<file path="src/rtl/rst_intc.sv">
// rst_intc -- priority interrupt controller for an i8080-style CPU.
//
// Eight asynchronous requests are synchronised, edge-latched into a pending
// register and prioritised against a mask and an in-service register.
// `intr` goes to the CPU. During the INTA read the block drives an RST n
// opcode ({2'b11, n, 3'b111}).
//
// Ports
//   clk       system clock
//   reset_n   asynchronous active-low reset
//   ce        CPU clock enable; all state updates are qualified by it
//   addr      register select: 0 = mask (wr) / pending (rd),
//                              1 = EOI (wr) / in-service (rd)
//   data_in   CPU write data
//   rd, we    I/O read / write strobes for this block's two ports
//   ack       high while the CPU reads in an INTA machine cycle
//   data_out  register read data, or the RST opcode while ack is high
//   irq[7:0]  asynchronous requests, irq[7] highest priority
//   intr      registered interrupt request to the CPU
//
// Handshake: ack is a level that spans the whole INTA read. The first ce
// cycle with ack=1 freezes the vector. The first ce cycle with ack=0
// afterwards commits it.
//
// Build option: define RST_INTC_LEVEL_EN for level-sensitive inputs. In that
// build pending simply tracks the synchronised request, and only isr
// suppresses a source until EOI.

module rst_intc #(
    parameter int          IRQ_SYNC_STAGES = 2,
    parameter logic [7:0]  RESET_MASK      = 8'hFF
) (
    input  logic       clk,
    input  logic       reset_n,
    input  logic       ce,
    input  logic       addr,
    input  logic [7:0] data_in,
    input  logic       rd,
    input  logic       we,
    input  logic       ack,
    output logic [7:0] data_out,
    input  logic [7:0] irq,
    output logic       intr
);

    typedef enum logic {
        ST_IDLE = 1'b0,
        ST_ACK  = 1'b1
    } ack_state_t;

    ack_state_t state_q, state_d;

    logic [7:0] sync_q [IRQ_SYNC_STAGES];
    logic [7:0] sync_out;
    logic [7:0] pending_q, pending_d;
    logic [7:0] isr_q, isr_d;
    logic [7:0] mask_q, mask_d;
    logic       intr_d;
    logic [2:0] vec_q;
    logic       spurious_q;
    logic [7:0] data_q;
    logic [7:0] elig_cur;
    logic       load_vec;
    logic       commit;

    // Eligible requests: unmasked pending bits strictly above the highest
    // in-service bit (every bit when nothing is in service).
    function automatic logic [7:0] elig_f(input logic [7:0] p,
                                          input logic [7:0] m,
                                          input logic [7:0] s);
        logic [7:0] keep;
        keep = 8'hFF;
        for (int i = 0; i < 8; i++) begin
            if (s[i]) keep = 8'hFF << (i + 1);
        end
        return p & ~m & keep;
    endfunction

    // Index of the highest set bit. An empty vector yields 7, so a
    // spurious acknowledge naturally reads back as RST 7 (8'hFF).
    function automatic logic [2:0] prio_f(input logic [7:0] e);
        logic [2:0] idx;
        idx = 3'd7;
        for (int i = 0; i < 8; i++) begin
            if (e[i]) idx = i[2:0];
        end
        return idx;
    endfunction

    assign sync_out = sync_q[IRQ_SYNC_STAGES-1];
    assign elig_cur = elig_f(pending_q, mask_q, isr_q);
    assign load_vec = ce && (state_q == ST_IDLE) && ack;
    assign commit   = ce && (state_q == ST_ACK) && !ack && !spurious_q;

    // Request synchroniser chain.
    always_ff @(posedge clk or negedge reset_n) begin
        if (!reset_n) begin
            for (int i = 0; i < IRQ_SYNC_STAGES; i++) sync_q[i] <= 8'h00;
        end else if (ce) begin
            sync_q[0] <= irq;
            for (int i = 1; i < IRQ_SYNC_STAGES; i++) sync_q[i] <= sync_q[i-1];
        end
    end

`ifdef RST_INTC_LEVEL_EN
    // Level build: pending follows the synchronised request.
    always_comb begin
        pending_d = pending_q;
        if (ce) pending_d = sync_out;
    end
`else
    logic [7:0] sync_prev_q;

    always_ff @(posedge clk or negedge reset_n) begin
        if (!reset_n)  sync_prev_q <= 8'h00;
        else if (ce)   sync_prev_q <= sync_out;
    end

    // Edge build: commit clears the acknowledged bit. A new edge in the same
    // cycle is applied afterwards so that the set wins.
    always_comb begin
        pending_d = pending_q;
        if (commit) pending_d[vec_q] = 1'b0;
        if (ce)     pending_d = pending_d | (sync_out & ~sync_prev_q);
    end
`endif

    // Mask, in-service and intr next state. EOI is applied before commit so
    // that a commit on the same bit leaves it in service.
    always_comb begin
        mask_d = mask_q;
        isr_d  = isr_q;
        intr_d = intr;
        if (ce && we && !addr) mask_d = data_in;
        if (ce && we && addr) begin
            if (data_in[7]) begin
                if (isr_q != 8'h00) isr_d[prio_f(isr_q)] = 1'b0;
            end else begin
                isr_d[data_in[2:0]] = 1'b0;
            end
        end
        if (commit) isr_d[vec_q] = 1'b1;
        if (ce) intr_d = |elig_f(pending_d, mask_d, isr_d);
    end

    // Acknowledge FSM next state.
    always_comb begin
        state_d = state_q;
        case (state_q)
            ST_IDLE: if (ce && ack)  state_d = ST_ACK;
            ST_ACK:  if (ce && !ack) state_d = ST_IDLE;
            default: state_d = ST_IDLE;
        endcase
    end

    always_ff @(posedge clk or negedge reset_n) begin
        if (!reset_n) begin
            state_q    <= ST_IDLE;
            pending_q  <= 8'h00;
            isr_q      <= 8'h00;
            mask_q     <= RESET_MASK;
            intr       <= 1'b0;
            vec_q      <= 3'd0;
            spurious_q <= 1'b0;
        end else begin
            state_q   <= state_d;
            pending_q <= pending_d;
            isr_q     <= isr_d;
            mask_q    <= mask_d;
            intr      <= intr_d;
            if (load_vec) begin
                vec_q      <= prio_f(elig_cur);
                spurious_q <= (elig_cur == 8'h00);
            end
        end
    end

    // Read mux. Before the FSM has entered ACK, the opcode is shown live
    // from the current eligible set. That is the same value that is frozen
    // into vec on the transition, so the read stays stable throughout.
    always_comb begin
        data_out = data_q;
        if (ack) begin
            if (state_q == ST_ACK)
                data_out = {2'b11, (spurious_q ? 3'd7 : vec_q), 3'b111};
            else
                data_out = {2'b11, prio_f(elig_cur), 3'b111};
        end else if (rd) begin
            data_out = addr ? isr_q : pending_q;
        end
    end

    // Holds the last driven value while nothing is being read.
    always_ff @(posedge clk or negedge reset_n) begin
        if (!reset_n) data_q <= 8'h00;
        else          data_q <= data_out;
    end

endmodule

</file>
<file path="config.mk">
export PLATFORM = sky130hd
export DESIGN_NAME = rst_intc
export DESIGN_NICKNAME = d
export VERILOG_FILES = /design/src/rtl/rst_intc.sv
export SDC_FILE = /design/constraint.sdc
export NUM_CORES = 1
export LEC_CHECK = 0
export BUFFER_PORTS_ARGS = -buffer_cell sky130_fd_sc_hd__buf_4
export CORE_AREA = 10 10 101 80
export CTS_BUF_LIST = sky130_fd_sc_hd__clkbuf_16
export CTS_CLUSTER_DIAMETER = 30
export DETAILED_ROUTE_END_ITERATION = 8
export DIE_AREA = 0 0 111 90
export MAX_ROUTING_LAYER = met4
export PLACE_DENSITY = 0.71
export SLEW_MARGIN = 40
export SYNTH_ARGS = -nofsm -noshare
export SYNTH_HDL_FRONTEND = slang
export SYNTH_SLANG_ARGS = --single-unit
</file>
<file path="constraint.sdc">
create_clock -name clk -period 2.25 [get_ports clk]
set_clock_uncertainty 0.1 [all_clocks]
set_input_delay 0.3375 -clock clk [delete_from_list [all_inputs] [get_ports clk]]
set_output_delay 0.3375 -clock clk [all_outputs]
set_load 0.1 [all_outputs]
</file>
==> flow_summary.yaml <==
run_status:
  outcome: "complete, but fails checks"
  violations: "setup timing"
layout:
  syn_to_final_growth_pct: 38.9
  drive_above_1_share_pct: 40.6
  num-nets-final: 390
  fillers: 471
  post-route-util_pct: 67.4
  n_antenna_cell: 0
synth:
  synthMuxAreaShare_pct: 11.7
  yosysTopAreaCell: "dfrtp_1"
  synth_fp_nets: 307
  yosys_warnings: 0
  synth_top_area_share_pct: 45.2
  synth_xor_area_share_pct: 0
  synth_area_per_cell_um2: 10.5
  synth_common_cells: "dfrtp_1 (54), nand2_1 (26), o21ai_0 (24)"
  synth_area_leaders: "dfrtp_1 (45%), mux2_2 (8.7%), dfstp_2 (7.0%)"
  yosys.area_share.simple_pct: 15.0
  synth_seq_cells: 62
  syn-instance-count: 284
  synth_edf_count: 0
  yosysSeqAreaShare_pct: 52.2
  synth.most_common_cell: "dfrtp_1"
  netlist_area_um2: 2990
  synth_compound_area_share_pct: 16.9
  synthArstFlopShare_pct: 100
  synth_cell_types: 57
  synth_top_family_by_area: "compound AO/OA/AOI/OAI gates"
  ys.flop_type: "dfrtp_1"
  synthAdderAreaFrac_pct: 0
grt:
  grt_pass1_vias: 2570
  antenna_found_initial: 0
  overflow: 0
  track_usage_pct: 17.8
  grt_pass1_wl_um: 13900
  grt_max_degree: 63
setup_path:
  cpMostUsedCell: "buf_4"
  criticalPathCategory: "reg2out"
  crit_arrival_ns: 2.22
  critPathRequiredTime_ns: 1.81
  critPathMaxFanout: 2
  max_stage_delay_ns: 0.38
  worstPathCellList: "buf_4 -> nor4_4 -> buf_4 -> o2111ai_1 -> buf_4 -> a211oi_4 -> o22ai_4 -> buf_12"
  startpoint_type: "flop"
  crit_slowest_cell: "dfrtp_1"
  endpoint_kind: "primary output"
  cp_num_buf_inv: 4
  crit_family: "buffers and inverters"
clock_tree:
  clkLatencyLatePin_ns: 0.33
  cts_tree: "yes"
  cts_buffers: 9
  clk_root_buffer_cell: "clkbuf_16"
  clkTransAtPathRegs_ns: 0.05
  htree_levels: 3
  cts_buffer_depth: 2
  cts_sinks: 62
floorplan:
  initial_core_util_pct: 48.5
  die_w_um: 111
  pin_count: 32
  rows: 25
  design.die.area_um2: 9990
  die_h_um: 90
  design.core.area_um2: 6160
placed_design:
  io_buffers: 31
  finalWeightedCongestion: 0.902
  place_hpwl_um: 6170
  pre_cts_ws_ns: -0.250
sta:
  finalSetupViolCount: 4
  fin_crit_sh_pct: 118
  slew_headroom_pct: 62.9
  worst_pin_slew_ns: 0.556
  tns_ns: -1.47
  maxSlewViolCount: 0
  setup_slack_ns: -0.406
  max_freq_ghz: 0.376
  finalCriticalPeriod_ns: 2.66
  hold_viol: 0
  grt_setup_unrepaired: "yes"
job:
  max_cap_violations: 0
detailed_routing:
  final_antenna_net_count: 0
  wl_per_cell_um: 18.6
  routed_wl_um: 8430
  vias: 2518
  drtIter0Drc: 133
  via_per_inst: 5.56
  drc_errors: 0
  firstDrtPassIters: 5
power_and_ir_drop:
  p_leak_nw: 1.85
  ir_worst_vdd_uv: 609
  total_power_mw: 4.19
  powerDensity_nw_per_um2: 1010
hold_path:
  hold_class: "in2reg"
-- per-layer routing --
| metal | global-route usage (%) | part of all wire, % | up-vias |
|---|---|---|---|
| met5 | - | 0 | - |
| met4 | 5.84 | 1.4 | 0 |
| met3 | 4.65 | 4.4 | 11 |
| met2 | 27.0 | 47 | 74 |
| met1 | 22.6 | 48 | 1250 |
| li1 | - | - | 1183 |
-- worst register-to-register path: stages (launching register included) --
cell and delay (ns):
dfrtp_1 0.37, or4_4 0.59, nor4b_4 0.31, o311ai_1 0.14
a22o_1 0.21, o32a_1 0.28, o311a_1 0.37, a21oi_2 0.11
-- metrics by stage --
stage	hold slack, ns	instance area (µm²)	std cells
floorplan	-0.0581	3040	284
detailed placement	0.357	3680	430
finish	0.135	4150	453
global placement	0.346	3680	430
CTS	0.0254	4090	448
global route	0.142	4150	453
-- final cells by class --
cell class              count  area (µm²)  share of cell area (%)
flip-flops and latches     62        1560                    37.6
well taps                  81         101                    2.44
inverters                  23        86.3                    2.08
clock inverters             7        80.1                    1.93
multi-input cells         189        1420                    34.3
repair buffers             82         676                    16.3
clock buffers               9         225                    5.42
-- sequential cells by signal, indices dropped and copies added, names as in the netlist, named ones only --
register,flops
data_q,8
isr_q,8
mask_q,8
pending_q,8
sync_out,8
sync_prev_q,8
sync_q,8
vec_q,3
intr,1
spurious_q,1
-- final timing paths --
| kind | start | cells past startpoint | slack, ns | endpoint |
|---|---|---|---|---|
| hold reg to reg | sync_prev_q[2]$_DFFE_PN0P_ | 1 | 0.36 | pending_q[2]$_DFF_PN0_ |
| hold / removal | data_in[4] | 3 | 0.14 | mask_q[4]$_DFF_PN1_ |
| setup reg to reg | isr_q[7]$_DFF_PN0_ | 7 | -0.31 | intr$_DFFE_PN0P_ |
| max in group asynchronous | reset_n | 2 | 1.21 | mask_q[7]$_DFF_PN1_ |
| min in group asynchronous | reset_n | 2 | 0.45 | sync_out[0]$_DFFE_PN0P_ |
| setup / recovery | isr_q[5]$_DFF_PN0_ | 8 | -0.41 | data_out[5] |
-- logic make-up after synthesis --
kind of cell,after synthesis
buf+inv,33
compound gates,74
simple gates,83
mux,32
flops,62
-- placed cells by master (no fill, tap or decap), types with 2 or more instances in the layout --
master,count
o21ai_1,4
o21ai_4,2
buf_12,4
a22oi_1,2
nor2b_1,7
nand3b_1,2
mux2_2,23
nand3_1,4
o21bai_1,2
a21oi_1,10
nor2_1,16
nand2b_1,7
o21ai_0,18
clkinv_1,3
mux2i_1,8
buf_4,75
nand2_1,25
o31ai_1,3
a32oi_1,2
inv_1,24
bufinv_16,2
or2_2,4
dfrtp_1,54
a221o_2,2
a32o_1,2
o2bb2ai_1,3
a21o_1,2
buf_6,2
nor3_1,3
o221ai_2,2
clkbuf_16,9
dfstp_2,8
-- power by group --
part	total [mW]	switching (mW)	internal (mW)	leakage, nW
combinational	1.29	0.752	0.535	1.01
sequential	1.47	0.152	1.32	0.685
clock	1.43	0.481	0.951	0.153
total	4.19	1.38	2.81	1.85
-- repair_timing --
action	4_1_cts	5_1_grt
setup endpoints to repair	4	4
hold buffers	0	1
hold endpoints to repair	0	54
buffers inserted	2	4
pin swaps	3	7
resized for setup	20	6
No activity file was read; power rests on OpenSTA's default activity.
